==> src/rtl/ps2_host_tx_pkg.sv <==
// ps2_pkg: register map, STAT bit positions, transmitter FSM states and
// the PS/2 odd-parity helper. Shared by the host transmitter and the
// keyboard receiver.
package ps2_pkg;

  // APB byte offsets
  localparam logic [3:0] REG_TXDATA = 4'h0;
  localparam logic [3:0] REG_STAT   = 4'h4;
  localparam logic [3:0] REG_CTRL   = 4'h8;

  // STAT bit positions
  localparam int STAT_BUSY    = 0;
  localparam int STAT_DONE    = 1;
  localparam int STAT_ACK_ERR = 2;
  localparam int STAT_TIMEOUT = 3;

  typedef enum logic [2:0] {
    IDLE,
    INHIBIT,
    RTS,
    SEND,
    ACK,
    WAIT_IDLE
  } state_t;

  // PS/2 frames carry odd parity over the 8 data bits
  function automatic logic odd_parity(input logic [7:0] b);
    return ~^b;
  endfunction

endpackage

==> src/rtl/ps2_host_tx_if.sv <==
// APB4 slave bundle for the PS/2 host transmitter register block.
interface ps2_host_tx_if;
  logic        psel;
  logic        penable;
  logic        pwrite;
  logic [3:0]  paddr;
  logic [31:0] pwdata;
  logic [31:0] prdata;
  logic        pready;
  logic        pslverr;

  modport master (
    output psel, penable, pwrite, paddr, pwdata,
    input  prdata, pready, pslverr
  );

  modport slave (
    input  psel, penable, pwrite, paddr, pwdata,
    output prdata, pready, pslverr
  );
endinterface

==> src/rtl/ps2_host_tx_sync.sv <==
// ps2_sync: brings the asynchronous PS/2 pad levels into the system clock
// domain. Clock uses three flops so a falling-edge pulse can be taken from
// the last two without metastability exposure; data uses two flops.
// Flops reset to 1 (idle bus level) so reset release never fakes an edge.
module ps2_sync (
  input  logic clk,
  input  logic rst,
  input  logic clk_pad,
  input  logic dat_pad,
  output logic clk_s,
  output logic dat_s,
  output logic clk_fall
);
  logic [2:0] clk_q;
  logic [1:0] dat_q;

  // synchronizer chains
  always_ff @(posedge clk) begin
    if (rst) begin
      clk_q <= 3'b111;
      dat_q <= 2'b11;
    end else begin
      clk_q <= {clk_q[1:0], clk_pad};
      dat_q <= {dat_q[0], dat_pad};
    end
  end

  assign clk_s    = clk_q[2];
  assign dat_s    = dat_q[1];
  assign clk_fall = clk_q[2] & ~clk_q[1];
endmodule

==> src/rtl/ps2_host_tx.sv <==
// ps2_host_tx: APB-programmed PS/2 host-to-device transmitter.
// Performs inhibit / request-to-send, shifts a byte plus odd parity out on
// device clock falling edges, releases for the stop bit and checks the
// device ACK. Pads are driven only via active-high pull-low enables.
// Optional build macro PS2_HOST_TX_TIMEOUT_EN adds an abort timer covering
// SEND and ACK; without it the FSM waits indefinitely for the device.
module ps2_host_tx
  import ps2_pkg::*;
#(
  parameter int INHIBIT_CYC = 5000,
  parameter int TIMEOUT_CYC = 750000
) (
  input  logic          hclk,
  input  logic          hrst,
  ps2_host_tx_if.slave  apb,
  input  logic          ps2_clk_i,
  input  logic          ps2_dat_i,
  output logic          ps2_clk_oe_o,
  output logic          ps2_dat_oe_o,
  output logic          irq_o
);
  localparam int IW = $clog2(INHIBIT_CYC + 1);

  state_t state, state_n;

  logic clk_s, dat_s, clk_fall;
  logic [7:0]    tx_byte;
  logic          tx_par;
  logic [IW-1:0] inh_cnt;
  logic [3:0]    bit_cnt;
  logic [15:0]   frame;
  logic          done, ack_err, timeout, irq_en;
  logic          set_done, set_ack_err, tmo_hit;
  logic          acc, wr, rd, tx_wr, stat_w1c, ctrl_wr, busy;

  ps2_sync u_sync (
    .clk      (hclk),
    .rst      (hrst),
    .clk_pad  (ps2_clk_i),
    .dat_pad  (ps2_dat_i),
    .clk_s    (clk_s),
    .dat_s    (dat_s),
    .clk_fall (clk_fall)
  );

  // APB decode
  assign acc      = apb.psel & apb.penable;
  assign wr       = acc & apb.pwrite;
  assign rd       = acc & ~apb.pwrite;
  assign busy     = (state != IDLE);
  assign tx_wr    = wr & (apb.paddr == REG_TXDATA) & ~busy;
  assign stat_w1c = wr & (apb.paddr == REG_STAT);
  assign ctrl_wr  = wr & (apb.paddr == REG_CTRL);

  assign apb.pready  = 1'b1;
  assign apb.pslverr = wr & (apb.paddr == REG_TXDATA) & busy;

  // read mux, zero outside a read access
  always_comb begin
    apb.prdata = '0;
    if (rd) begin
      case (apb.paddr)
        REG_STAT: begin
          apb.prdata[STAT_BUSY]    = busy;
          apb.prdata[STAT_DONE]    = done;
          apb.prdata[STAT_ACK_ERR] = ack_err;
          apb.prdata[STAT_TIMEOUT] = timeout;
        end
        REG_CTRL: apb.prdata[0] = irq_en;
        default:  apb.prdata = '0;
      endcase
    end
  end

`ifdef PS2_HOST_TX_TIMEOUT_EN
  localparam int TW = $clog2(TIMEOUT_CYC + 1);
  logic [TW-1:0] tmo_cnt;

  // cycles since RTS exit; saturates so it never wraps back into range
  always_ff @(posedge hclk) begin
    if (hrst)
      tmo_cnt <= '0;
    else if (state == RTS)
      tmo_cnt <= '0;
    else if (tmo_cnt != TW'(TIMEOUT_CYC - 1))
      tmo_cnt <= tmo_cnt + TW'(1);
  end

  assign tmo_hit = ((state == SEND) || (state == ACK)) &&
                   (tmo_cnt == TW'(TIMEOUT_CYC - 1));
`else
  localparam int UNUSED_TIMEOUT_CYC = TIMEOUT_CYC;
  assign tmo_hit = 1'b0;
`endif

  // start bit at index 0, data LSB first, parity, then ones (released)
  assign frame = {6'h3F, tx_par, tx_byte, 1'b0};

  // FSM state register
  always_ff @(posedge hclk) begin
    if (hrst) state <= IDLE;
    else      state <= state_n;
  end

  // FSM next state and pad enables
  always_comb begin
    state_n      = state;
    ps2_clk_oe_o = 1'b0;
    ps2_dat_oe_o = 1'b0;
    set_done     = 1'b0;
    set_ack_err  = 1'b0;
    case (state)
      IDLE: begin
        if (tx_wr) state_n = INHIBIT;
      end
      INHIBIT: begin
        ps2_clk_oe_o = 1'b1;
        if (inh_cnt == IW'(INHIBIT_CYC - 1)) state_n = RTS;
      end
      RTS: begin
        ps2_clk_oe_o = 1'b1;
        ps2_dat_oe_o = 1'b1;
        state_n      = SEND;
      end
      SEND: begin
        // bit_cnt = falling edges seen so far; value 0 keeps the start bit
        ps2_dat_oe_o = ~frame[bit_cnt];
        if (clk_fall && bit_cnt == 4'd9) state_n = ACK;
      end
      ACK: begin
        if (clk_fall) begin
          set_ack_err = dat_s;
          state_n     = WAIT_IDLE;
        end
      end
      WAIT_IDLE: begin
        if (clk_s && dat_s) begin
          set_done = 1'b1;
          state_n  = IDLE;
        end
      end
      default: state_n = IDLE;
    endcase
    if (tmo_hit) state_n = IDLE;
  end

  // datapath: byte latch, inhibit timer, edge counter
  always_ff @(posedge hclk) begin
    if (hrst) begin
      tx_byte <= '0;
      tx_par  <= 1'b0;
      inh_cnt <= '0;
      bit_cnt <= '0;
    end else begin
      if (tx_wr) begin
        tx_byte <= apb.pwdata[7:0];
        tx_par  <= odd_parity(apb.pwdata[7:0]);
        inh_cnt <= '0;
        bit_cnt <= '0;
      end
      if (state == INHIBIT) inh_cnt <= inh_cnt + IW'(1);
      if (state == SEND && clk_fall) bit_cnt <= bit_cnt + 4'd1;
    end
  end

  // status flags (W1C, hardware set wins), CTRL and registered irq
  always_ff @(posedge hclk) begin
    if (hrst) begin
      done    <= 1'b0;
      ack_err <= 1'b0;
      timeout <= 1'b0;
      irq_en  <= 1'b0;
      irq_o   <= 1'b0;
    end else begin
      done    <= set_done    | (done    & ~(stat_w1c & apb.pwdata[STAT_DONE]));
      ack_err <= set_ack_err | (ack_err & ~(stat_w1c & apb.pwdata[STAT_ACK_ERR]));
      timeout <= tmo_hit     | (timeout & ~(stat_w1c & apb.pwdata[STAT_TIMEOUT]));
      if (ctrl_wr) irq_en <= apb.pwdata[0];
      irq_o   <= irq_en & (done | ack_err | timeout);
    end
  end

  logic unused_ok;
  assign unused_ok = &{1'b0, apb.pwdata[31:8]};

endmodule

==> src/flat_wrapper.sv <==
// flat-port wrapper written by rule: the top's interface ports become plain ports
module ps2_host_tx_flat import ps2_pkg::*;
#(
  parameter int INHIBIT_CYC = 5000,
  parameter int TIMEOUT_CYC = 750000
)
  (hclk, hrst, ps2_clk_i, ps2_dat_i, ps2_clk_oe_o, ps2_dat_oe_o, irq_o, apb_psel, apb_penable, apb_pwrite, apb_paddr, apb_pwdata, apb_prdata, apb_pready, apb_pslverr);
  ps2_host_tx_if apb_i ();
  input  logic hclk;
  input  logic hrst;
  input  logic ps2_clk_i;
  input  logic ps2_dat_i;
  output logic ps2_clk_oe_o;
  output logic ps2_dat_oe_o;
  output logic irq_o;
  input wire logic [$bits(apb_i.psel)-1:0] apb_psel;
  input wire logic [$bits(apb_i.penable)-1:0] apb_penable;
  input wire logic [$bits(apb_i.pwrite)-1:0] apb_pwrite;
  input wire logic [$bits(apb_i.paddr)-1:0] apb_paddr;
  input wire logic [$bits(apb_i.pwdata)-1:0] apb_pwdata;
  output wire logic [$bits(apb_i.prdata)-1:0] apb_prdata;
  output wire logic [$bits(apb_i.pready)-1:0] apb_pready;
  output wire logic [$bits(apb_i.pslverr)-1:0] apb_pslverr;
  assign apb_i.psel = apb_psel;
  assign apb_i.penable = apb_penable;
  assign apb_i.pwrite = apb_pwrite;
  assign apb_i.paddr = apb_paddr;
  assign apb_i.pwdata = apb_pwdata;
  assign apb_prdata = apb_i.prdata;
  assign apb_pready = apb_i.pready;
  assign apb_pslverr = apb_i.pslverr;
  ps2_host_tx #(.INHIBIT_CYC(INHIBIT_CYC), .TIMEOUT_CYC(TIMEOUT_CYC)) u_core (.hclk(hclk), .hrst(hrst), .apb(apb_i), .ps2_clk_i(ps2_clk_i), .ps2_dat_i(ps2_dat_i), .ps2_clk_oe_o(ps2_clk_oe_o), .ps2_dat_oe_o(ps2_dat_oe_o), .irq_o(irq_o));
endmodule
==> config.mk <==
export PLATFORM = sky130hd
export DESIGN_NAME = ps2_host_tx_flat
export DESIGN_NICKNAME = d
export VERILOG_FILES = /design/src/rtl/ps2_host_tx_pkg.sv /design/src/rtl/ps2_host_tx_if.sv /design/src/rtl/ps2_host_tx_sync.sv /design/src/rtl/ps2_host_tx.sv /design/src/flat_wrapper.sv
export SDC_FILE = /design/constraint.sdc
export NUM_CORES = 1
export LEC_CHECK = 0
export CAP_MARGIN = 0
export CELL_PAD_IN_SITES_DETAIL_PLACEMENT = 1
export CELL_PAD_IN_SITES_GLOBAL_PLACEMENT = 1
export CORE_MARGIN = 2
export CORE_UTILIZATION = 30
export DETAILED_ROUTE_END_ITERATION = 8
export GPL_ROUTABILITY_DRIVEN = 0
export PLACE_DENSITY_LB_ADDON = 0.1
export SYNTH_ARGS = -nofsm -noshare
export SYNTH_HDL_FRONTEND = slang
export SYNTH_HIERARCHICAL = 1
export SYNTH_SLANG_ARGS = --single-unit
==> constraint.sdc <==
create_clock -name hclk -period 4.3 [get_ports hclk]
set_input_delay 0.86 -clock hclk [delete_from_list [all_inputs] [get_ports hclk]]
set_output_delay 0.86 -clock hclk [all_outputs]
set_load 0.05 [all_outputs]
**Yosys cells after proc, flatten, opt, wreduce, memory -nomap -nowiden**

Cells that the tools add are included.

- Register bits after elaboration: 39
- Input port bits: 43
- Output and inout bits: 37
- Logic and storage cells: 88

- $add $sub $neg: 2
- $lt $le $gt $ge: 1
- Equal/unequal tests: 14
- Muxes and demuxes: 21
- Bitwise gates (word level): 27
- Reduce and logical (&&, ||, !) cells: 11

Operator list:

| kind | number |
|---|---|
| $mux W13 | 2 |
| $mux W3 | 6 |
| $pmux W3 S6 | 1 |
| $and A1 B1 Y1 | 16 |
| $add A13 B1 Y13 const B | 1 |
| $eq A13 B13 Y1 const B | 1 |
| $mux W4 | 3 |
| $ne A2 B1 Y1 const B | 5 |
| $eq A4 B4 Y1 const B | 2 |
| $reduce_xnor A8 Y1 | 1 |
| $not A1 Y1 | 7 |
| $eq A3 B2 Y1 const B | 2 |
| $eq A3 B3 Y1 const B | 2 |
| $mux W1 | 6 |
| $lt A4 B5 Y1 const B | 1 |
| $reduce_and A5 Y1 | 1 |
| $add A4 B1 Y4 const B | 1 |
| $bmux W1 S4 | 1 |
| $eq A4 B3 Y1 const B | 1 |
| $logic_not A4 Y1 | 1 |
| $or A1 B1 Y1 | 4 |
| $pmux W1 S2 | 2 |
| $reduce_bool A2 Y1 | 2 |
| $eq A3 B1 Y1 const B | 1 |
| 4 further kinds | 6 |

**Logic depth before layout (Yosys ltp)**

Gate-level depths: netlist of run 1.

- Depth after elaboration: 7
- Depth in mapped cells: 6

**By module**

The synthesis of run 1 kept the hierarchy.

Modules (own cells, without submodules):

| module | times used | cells each | area each (µm²) |
|---|---|---|---|
| ps2_host_tx | 1 | 254 | 2,052.0 |
| ps2_sync | 1 | 11 | 137.6 |

**Least setup slack after synthesis of run 1**

No wires, ideal clock.

- Kind: in2out
- Start point: input port apb_paddr[1]
- End point: output port apb_prdata[0]
- Arrival: 2.640 ns
- Data required time: 3.440 ns
- Setup slack: 0.800 ns
- Stages on the path: 3
- Path buffers: 0
- Path through: nor4b_1 a22oi_1 nor3_1

- Longest elaborated chain between the ends: 3
- Elaborated cells between the ends (all ways): 4
- Classes of those cells: eq/ne: 2; mux: 2

RTL lines:

| item | line | source |
|---|---|---|
| from (decl) | flat_wrapper.sv:19 | `input wire logic [$bits(apb_i.paddr)-1:0] apb_paddr;` |
| $eq A4 B4 Y1 / $eq A4 B3 Y1 (equally long branches) | ps2_host_tx.sv:62 | `case (apb.paddr)` |
| $pmux W1 S2 (*) | ps2_host_tx.sv:62 |  |
| $mux W4 (*) | ps2_host_tx.sv:61 | `if (rd) begin` |
| to (decl) | flat_wrapper.sv:21 | `output wire logic [$bits(apb_i.prdata)-1:0] apb_prdata;` |

Every way passes the cells marked *; elsewhere a longest branch is shown, timed or not.

**Worst setup path after layout of run 1**

- Start point: input port apb_paddr[1]
- End point: output port apb_pslverr

- Longest elaborated chain between the ends: 3

RTL lines:

| item | line | source |
|---|---|---|
| $logic_not A4 Y1 | ps2_host_tx.sv:56 | `assign apb.pslverr = wr & (apb.paddr == REG_TXDATA) & busy;` |
| $and A1 B1 Y1 (2 in series) | ps2_host_tx.sv:56 |  |
| to (decl) | flat_wrapper.sv:23 | `output wire logic [$bits(apb_i.pslverr)-1:0] apb_pslverr;` |

No other way between the ends.

==> out/metrics.yaml, run 1 <==
route:
  drtPass1Iterations: 4
  routed_via_density: 4.83
  routed_wl_um: 5430
  ant_nets: 0
  vias: 1877
  drc: 0
  routedWlPerCell_um: 13.9
  drt-initial-drc-count: 69
clock_tree:
  cts_hold_buf: 0
  cts_resized: 0
  numClockSinks: 39
  clockBufferDepth: 2
  cts_tree: "yes"
  cts_buffers: 5
  postCtsSetupBuffers: 0
  h-tree-depth: 2
  cts_root_buffer: "clkbuf_8"
  cts.clk_slew.worst_paths_ns: 0.08
  clk_latency_ns: 0.29
placement:
  dp.cells: 381
  hpwl_um: 3910
  placed_area_um2: 2430
  io_buffers: 26
  place_ws_ns: 0.690
yosys:
  synthesis.instances: 265
  ys_types: 50
  synth.ff_latch_count: 39
  async_flop_share_pct: 0
  synth_area_um2: 2190
  ys.flop_type: "dfxtp_1"
  synth_warnings: 6
  synth_seq_area_share_pct: 35.7
  synth-edff-count: 0
  avgSynthCellArea_um2: 8.26
worst_setup_path:
  cp.required_ns: 3.44
  path_cells: "clkdlybuf4s50_1, nor4_1, buf_4, and3_1, clkdlybuf4s50_1"
  start_kind: "input port"
  crit_fanout: 6
  cp.arrival_ns: 2.74
  end_kind: "output port"
  path_class: "in2out"
  crit_path_max_incr_delay_ns: 0.80
  worst_path_max_delay_cell: "clkdlybuf4s50_1"
  cpMostUsedCell: "clkdlybuf4s50_1"
worst_hold_path:
  hold_path_class: "reg2reg"
global_route:
  antenna_found_initial: 0
  grt_overflow_total: 0
  grt_pass1_vias: 1874
  grt_pass1_wl_um: 9200
  grtUsageTotal_pct: 15.1
  grt_max_degree: 37
floorplanning:
  pin_count: 80
  die_h_um: 89.4
  core_um2: 7180
  die_area_um2: 8000
  dieWidth_um: 89.4
  start_util_pct: 30.5
  rows: 31
power_and_ir_drop:
  netSwitchingFraction_pct: 35.8
  ir_drop_mv: 0.142
  combPwrFrac_pct: 30.4
  p_leak_nw: 0.893
  intPower_uw: 685
  design_power_total_mw: 1.07
  switchingPower_uw: 381
  p_clk_share_pct: 30.3
  pwr_density_cell_nw_per_um2: 419
  p_seq_share_pct: 39.3
sta:
  period_share_pct: 83.8
  tightest_slew_ns: 0.873
  whs_ns: 0.409
  final.setup.worst_slack_ns: 0.695
  finalHoldViolations: 0
  fin_tns_setup_ns: 0
  setup_viol: 0
  slew_headroom_pct: 41.6
  maxClockFrequency_mhz: 277
  fin_crit_ns: 3.60
  clock_skew_ns: 0.00792
  finalMaxSlewViolations: 0
  rsz0062_at_grt: "false"
final_layout:
  fin_nets: 335
  antenna_cells: 0
  area_growth_pct: 16.3
  layout_commonest_cell: "dfxtp_1"
  most-common-layout-cells: "39 x dfxtp_1, 31 x nand2_1, 29 x conb_1"
  final_cells: 389
  drive_above_1_share_pct: 7.59
  fin_util_pct: 35.5
  final_design_area_no_fill_um2: 2550
job:
  max_cap_violations: 0
outcome:
  outcome: "complete, no violations"
## area by class of cell
cell class	instances	area, um^2
inverter	6	22.5
tap	99	124
timing repair buffer	30	280
clock buffer	6	82.6
clock inverter	2	35.0
sequential	39	781
fill	869	4630
multi-input combinational	207	1220
## flip-flops by register name, indices dropped and copies added (netlist names)
name                 count
u_core/ack_err           1
u_core/bit_cnt           4
u_core/done              1
u_core/inh_cnt          13
u_core/irq_en            1
u_core/irq_o             1
u_core/state             3
u_core/timeout           1
u_core/tx_byte           8
u_core/tx_par            1
u_core/u_sync/clk_q      3
u_core/u_sync/dat_q      2
## worst paths after layout
path / cells after the start / slack [ns] / start / end
worst max register to register: 4 / 1.88 / u_core/state[0]$_SDFFE_PP0P_ / u_core/inh_cnt[11]$_SDFFE_PP0P_
worst min-delay path: 1 / 0.41 / u_core/u_sync/dat_q[0]$_SDFF_PP1_ / u_core/u_sync/dat_q[1]$_SDFF_PP1_
worst min register to register: 1 / 0.41 / u_core/u_sync/dat_q[0]$_SDFF_PP1_ / u_core/u_sync/dat_q[1]$_SDFF_PP1_
worst max-delay path: 5 / 0.70 / apb_paddr[1] / apb_pslverr
## power by group through the flow
| stage | Sequential, mW | Clock (mW) | Combinational [mW] |
|---|---|---|---|
| global placement | 0.427 | 0 | 0.324 |
| detailed placement | 0.426 | 0 | 0.326 |
| global route | 0.425 | 0.355 | 0.354 |
| floorplan | 0.396 | 0 | 0.297 |
| finish | 0.419 | 0.323 | 0.325 |
| CTS | 0.418 | 0.331 | 0.328 |
## per-layer routing
layer	share of wire, %	global-route usage, %	wire (um)	up-vias
met1	49	18.9	2650	906
met4	1.1	4.48	59	0
li1	-	-	-	930
met2	46	26.0	2510	36
met3	3.9	3.23	213	5
met5	0	0	0	-
## synthesized netlist by cell type (5+ instances only)
library cell  instances  area, um^2
a21oi_1              27         135
and3_1                6        37.5
buf_4                29         218
clkbuf_1             10        37.5
dfxtp_1              39         781
inv_1                 6        22.5
nand2_1              31         116
nand3_1              13        65.1
nor2_1                9        33.8
nor3_1                7        35.0
o211ai_1              5        37.5
or2_1                 5        31.3
or3_1                 6        37.5
xnor2_1               7        61.3
## worst max-delay path, delay by kind of cell
kind / cells / cell delay [ns]
buffers and inverters: 3 / 1.43
and+or+nand+nor: 2 / 0.44
## logic make-up after synthesis
| logic type | synth area share (%) |
|---|---|
| AND/OR/NAND/NOR | 26.4 |
| AO/OA/AOI/OAI | 15.7 |
| buffers and inverters | 13.2 |
| flip-flops | 35.7 |
| XOR/XNOR | 3.60 |
| multiplexers | 3.43 |
| adder cells (fa/ha/maj) | 1.71 |
| other | 0.343 |
Note: power is estimated with default switching activity, not from simulation.
==> inputs of run 2 (changes only) <==
==> constraint.sdc (replaced) <==
create_clock -name hclk -period 3.44 [get_ports hclk]
set_input_delay 0.688 -clock hclk [delete_from_list [all_inputs] [get_ports hclk]]
set_output_delay 0.688 -clock hclk [all_outputs]
set_load 0.05 [all_outputs]
==> out/metrics.yaml, run 2 (synthesis results as in run 1) <==
clock_tree:
  cts_buffers: 5  # unchanged
  cts.clk_slew.worst_paths_ns: 0.08  # about the same
  cts_root_buffer: "clkbuf_8"  # unchanged
  clockBufferDepth: 2  # unchanged
  postCtsSetupBuffers: 0  # unchanged
  cts_hold_buf: 0  # unchanged
  h-tree-depth: 2  # unchanged
  clk_latency_ns: 0.29  # about the same
  numClockSinks: 39  # unchanged
  cts_resized: 0  # unchanged
  cts_tree: "yes"  # unchanged
global_route:
  grt_pass1_vias: 1863  # was 1874
  grt_overflow_total: 0  # unchanged
  antenna_found_initial: 0  # unchanged
  grtUsageTotal_pct: 14.8  # was 15.1%
  grt_pass1_wl_um: 9050  # was 9200 um
  grt_max_degree: 23  # was 37
worst_setup_path:
  worst_path_max_delay_cell: "clkdlybuf4s50_1"  # unchanged
  crit_family: "buffers and inverters"  # unchanged
  path_class: "reg2out"  # was in2out
  cp_num_cells: 5  # unchanged
  path_cells: "mux2i_1, mux4_2, a21oi_1, nor3b_1, clkdlybuf4s50_1"  # was clkdlybuf4s50_1, nor4_1, buf_4, and3_1, clkdlybuf4s50_1
  startpoint: "u_core/bit_cnt[2]$_SDFFE_PP0P_"  # was apb_paddr[1]
  r2r_setup_slack_ns: 1.04  # was 1.88 ns
  cp.buffers_inverters: 1  # was 3
  start_kind: "flop"  # was input port
  crit_fanout: 8  # was 6
  reg2reg_to: "u_core/inh_cnt[11]$_SDFFE_PP0P_"  # unchanged
  cp.required_ns: 2.75  # was 3.44 ns
  r2r_start: "u_core/state[0]$_SDFFE_PP0P_"  # unchanged
  cp.arrival_ns: 2.56  # was 2.74 ns
  crit_path_max_incr_delay_ns: 0.86  # was 0.80 ns
  end_kind: "output port"  # unchanged
  endpoint: "ps2_dat_oe_o"  # was apb_pslverr
  reg2reg_depth: 4  # unchanged
final_layout:
  area_growth_pct: 20.7  # was 16.3%
  regMostFlops: "u_core/inh_cnt"  # unchanged
  most-common-layout-cells: "39 x dfxtp_1, 31 x nand2_1, 29 x conb_1"  # unchanged
  final_design_area_no_fill_um2: 2640  # was 2550 um^2
  drive_above_1_share_pct: 8.53  # was 7.59%
  fin_nets: 338  # was 335
  top_regs: "u_core/inh_cnt (13), u_core/tx_byte (8), u_core/bit_cnt (4)"  # unchanged
  largest_register_ffs: 13  # unchanged
  fin_util_pct: 36.8  # was 35.5%
  antenna_cells: 0  # unchanged
  final_cells: 392  # was 389
  layout_commonest_cell: "dfxtp_1"  # unchanged
route:
  wl_met2_um: 2500  # was 2510 um
  vias: 1869  # was 1877
  dr_wl_met3_um: 261  # was 213 um
  drt-met1-wl_um: 2640  # was 2650 um
  ant_nets: 0  # unchanged
  drc: 0  # unchanged
  drtPass1Iterations: 4  # unchanged
  routedWlPerCell_um: 13.9  # about the same
  routed_via_density: 4.77  # was 4.83
  top_layer_used: "met4"  # unchanged
  routed_wl_um: 5460  # was 5430 um
  drt-initial-drc-count: 46  # was 69
sta:
  finalHoldViolations: 0  # unchanged
  fin_tns_setup_ns: 0  # unchanged
  whs_ns: 0.407  # was 0.409 ns
  maxClockFrequency_mhz: 307
  clock_skew_ns: 0.00696  # was 0.00792 ns
  slew_headroom_pct: 64.0  # was 41.6%
  fin_crit_ns: 3.25
  rsz0062_at_grt: "false"  # unchanged
  setup_viol: 0  # unchanged
  period_share_pct: 94.6
  final.setup.worst_slack_ns: 0.187  # was 0.695 ns
  finalMaxSlewViolations: 0  # unchanged
  tightest_slew_ns: 0.539  # was 0.873 ns
job:
  max_cap_violations: 0  # unchanged
placement:
  place_ws_ns: 0.473  # was 0.690 ns
  placed_area_um2: 2510  # was 2430 um^2
  io_buffers: 26  # unchanged
  hpwl_um: 3930  # was 3910 um
  dp.cells: 384  # was 381
worst_hold_path:
  hold_path_class: "reg2reg"  # unchanged
  min_from: "u_core/u_sync/dat_q[0]$_SDFF_PP1_"  # unchanged
floorplanning:
  dieWidth_um: 89.4  # unchanged
  start_util_pct: 30.5  # unchanged
  core_um2: 7180  # unchanged
  die_h_um: 89.4  # unchanged
  rows: 31  # unchanged
  pin_count: 80  # unchanged
  die_area_um2: 8000  # unchanged
power_and_ir_drop:
  pwr_density_cell_nw_per_um2: 527  # was 419 nW/um^2
  p_leak_nw: 0.928  # was 0.893 nW
  ir_drop_mv: 0.190  # was 0.142 mV
  design_power_total_mw: 1.39  # was 1.07 mW
outcome:
  outcome: "complete, no violations"  # unchanged
[run 2: report_power, final]
group,total (mW),internal [mW],switching [mW]
clock network,0.457,0.290,0.167
registers,0.522,0.474,0.0482
logic,0.416,0.153,0.262
total,1.39,0.917,0.477
[run 2: worst min-delay path by stage]
stage                                   endpoint  slack, ns  cells past startpoint
2_1_floorplan  u_core/u_sync/dat_q[1]$_SDFF_PP1_       0.38                      1
3_3_place_gp   u_core/u_sync/dat_q[1]$_SDFF_PP1_       0.39                      1
3_5_place_dp   u_core/u_sync/dat_q[1]$_SDFF_PP1_       0.39                      1
4_1_cts        u_core/u_sync/dat_q[1]$_SDFF_PP1_       0.41                      1
5_1_grt        u_core/u_sync/clk_q[1]$_SDFF_PP1_       0.44                      1
6_report       u_core/u_sync/dat_q[1]$_SDFF_PP1_       0.41                      1
[run 2: per-layer routing]
metal | track usage, % | vias to the layer above
li1 | - | 941
met1 | 19.1 | 887
met2 | 24.6 | 35
met3 | 3.23 | 6
met4 | 4.48 | 0
met5 | 0 | -
[run 2: final cells by class]
class / instances / area, um^2
Tap cell: 99 / 124
Timing Repair Buffer: 33 / 363
Clock buffer: 6 / 72.6
Sequential cell: 39 / 781
Clock inverter: 2 / 60.1
Multi-Input combinational cell: 207 / 1220
Fill cell: 870 / 4530
Inverter: 6 / 22.5
==> inputs of run 3 (changes only) <==
--- a/config.mk
+++ b/config.mk
@@ -8,11 +8,12 @@
 export CAP_MARGIN = 0
 export CELL_PAD_IN_SITES_DETAIL_PLACEMENT = 1
 export CELL_PAD_IN_SITES_GLOBAL_PLACEMENT = 1
-export CORE_MARGIN = 2
+export CORE_MARGIN = 4
 export CORE_UTILIZATION = 30
 export DETAILED_ROUTE_END_ITERATION = 8
 export GPL_ROUTABILITY_DRIVEN = 0
 export PLACE_DENSITY_LB_ADDON = 0.1
+export REMOVE_ABC_BUFFERS = 1
 export SYNTH_ARGS = -nofsm -noshare
 export SYNTH_HDL_FRONTEND = slang
 export SYNTH_HIERARCHICAL = 1
==> out/metrics.yaml, run 3 (synthesis results as in run 1) <==
final_layout:
  fin_nets: 337  # was 338
  drive_above_1_share_pct: 8.22  # was 8.53%
  layout_commonest_cell: "dfxtp_1"  # unchanged
  largest_register_ffs: 13  # unchanged
  top_regs: "u_core/inh_cnt (13), u_core/tx_byte (8), u_core/bit_cnt (4)"  # unchanged
  final_cells: 388  # was 392
  area_growth_pct: 20.2  # was 20.7%
  antenna_cells: 0  # unchanged
  most-common-layout-cells: "39 x dfxtp_1, 31 x nand2_1, 29 x conb_1"  # unchanged
  nFillCells: 843  # was 870
  regMostFlops: "u_core/inh_cnt"  # unchanged
  layout.area.seq_um2: 781  # unchanged
  multi_input_area_um2: 1220  # unchanged
power_and_ir_drop:
  design_power_total_mw: 1.39  # about the same
  p_leak_nw: 0.922  # was 0.928 nW
  ir_drop_mv: 0.341  # was 0.190 mV
  pwr_density_cell_nw_per_um2: 528  # was 527 nW/um^2
sta:
  clock_skew_ns: 0.00847  # was 0.00696 ns
  rsz0062_at_grt: "false"  # unchanged
  setup_viol: 0  # unchanged
  fin_tns_setup_ns: 0  # unchanged
  maxClockFrequency_mhz: 306  # was 307 MHz
  slew_headroom_pct: 55.5  # was 64.0%
  period_share_pct: 95.0  # was 94.6%
  whs_ns: 0.409  # was 0.407 ns
  tightest_slew_ns: 0.658  # was 0.539 ns
  fin_crit_ns: 3.27  # was 3.25 ns
  finalMaxSlewViolations: 0  # unchanged
  final.setup.worst_slack_ns: 0.173  # was 0.187 ns
  finalHoldViolations: 0  # unchanged
job:
  max_cap_violations: 0  # unchanged
clock_tree:
  clk_latency_ns: 0.29  # about the same
  cts.clk_slew.worst_paths_ns: 0.08  # about the same
  cts_hold_buf: 0  # unchanged
  postCtsSetupBuffers: 0  # unchanged
  cts_resized: 0  # unchanged
  cts_root_buffer: "clkbuf_8"  # unchanged
  cts_buffers: 5  # unchanged
  clockBufferDepth: 2  # unchanged
  numClockSinks: 39  # unchanged
  h-tree-depth: 2  # unchanged
  cts_tree: "yes"  # unchanged
placement:
  dp.cells: 380  # was 384
  io_buffers: 26  # unchanged
  hpwl_um: 4170  # was 3930 um
  place_ws_ns: 0.376  # was 0.473 ns
worst_setup_path:
  cp.arrival_ns: 2.58  # was 2.56 ns
  start_kind: "flop"  # unchanged
  r2r_setup_slack_ns: 1.01  # was 1.04 ns
  path_class: "reg2out"  # unchanged
  crit_fanout: 8  # unchanged
  end_kind: "output port"  # unchanged
  cp.required_ns: 2.75  # about the same
route:
  ant_nets: 0  # unchanged
  drc: 0  # unchanged
  routed_wl_um: 5620  # was 5460 um
  vias: 1872  # was 1869
  drtPass1Iterations: 5  # was 4
  drt-initial-drc-count: 66  # was 46
  routedWlPerCell_um: 14.5  # was 13.9 um
  routed_via_density: 4.82  # was 4.77
floorplanning:
  die_h_um: 93.4  # was 89.4 um
  core_um2: 6940  # was 7180 um^2
  rows: 30  # was 31
  pin_count: 80  # unchanged
  die_area_um2: 8730  # was 8000 um^2
  start_util_pct: 31.5  # was 30.5%
  dieWidth_um: 93.4  # was 89.4 um
worst_hold_path:
  hold_path_class: "reg2reg"  # unchanged
global_route:
  grt_overflow_total: 0  # unchanged
  grt_max_degree: 23  # unchanged
  antenna_found_initial: 0  # unchanged
  grtUsageTotal_pct: 13.5  # was 14.8%
  grt_pass1_vias: 1818  # was 1863
  grt_pass1_wl_um: 9300  # was 9050 um
outcome:
  outcome: "complete, no violations"  # unchanged
run 3: cell count changes in the layout (fill, tap and decap cells not counted), sizes merged:
cell	delta
buf	-1
run 3: layer usage:
metal  vias up  share of wire, %  track usage (%)
met5         -                 0                0
met4         0              0.71             3.66
met3         4               3.8             3.22
met2        31                48             21.7
met1       901                48             17.9
li1        936                 -                -
run 3: final timing paths:
path / start / to / cells after the start
hold / removal: u_core/u_sync/dat_q[0]$_SDFF_PP1_ / u_core/u_sync/dat_q[1]$_SDFF_PP1_ / 1
setup / recovery: u_core/bit_cnt[2]$_SDFFE_PP0P_ / ps2_dat_oe_o / 5
hold reg to reg: u_core/u_sync/dat_q[0]$_SDFF_PP1_ / u_core/u_sync/dat_q[1]$_SDFF_PP1_ / 1
setup reg to reg: u_core/state[0]$_SDFFE_PP0P_ / u_core/inh_cnt[11]$_SDFFE_PP0P_ / 4
run 3: layout make-up:
| cell class | instances | area share [%] |
|---|---|---|
| inverters | 6 | 0.856 |
| clock inverters | 2 | 2.28 |
| well taps | 96 | 4.56 |
| multi-input cells | 207 | 46.4 |
| clock buffers | 6 | 2.76 |
| flip-flops and latches | 39 | 29.7 |
| repair buffers | 32 | 13.5 |
run 3: worst max-delay path, stage by stage, from the launching register on:
cell and delay, ns:
dfxtp_1 0.54, mux2i_1 0.24, mux4_2 0.26, a21oi_1 0.07
nor3b_1 0.31, clkdlybuf4s50_1 0.87
run 3: metrics by stage:
step / cell area (um^2) / util, %
2_1_floorplan: 2020 / -
3_3_place_gp: 2500 / 36.0
3_5_place_dp: 2500 / 36.0
4_1_cts: 2630 / 37.9
5_1_grt: 2630 / 37.9
6_report: 2630 / 37.9
run 3: power breakdown:
group | switching, mW | total, mW | internal, mW
clock network | 0.161 | 0.451 | 0.290
registers | 0.0503 | 0.524 | 0.474
logic | 0.264 | 0.416 | 0.153
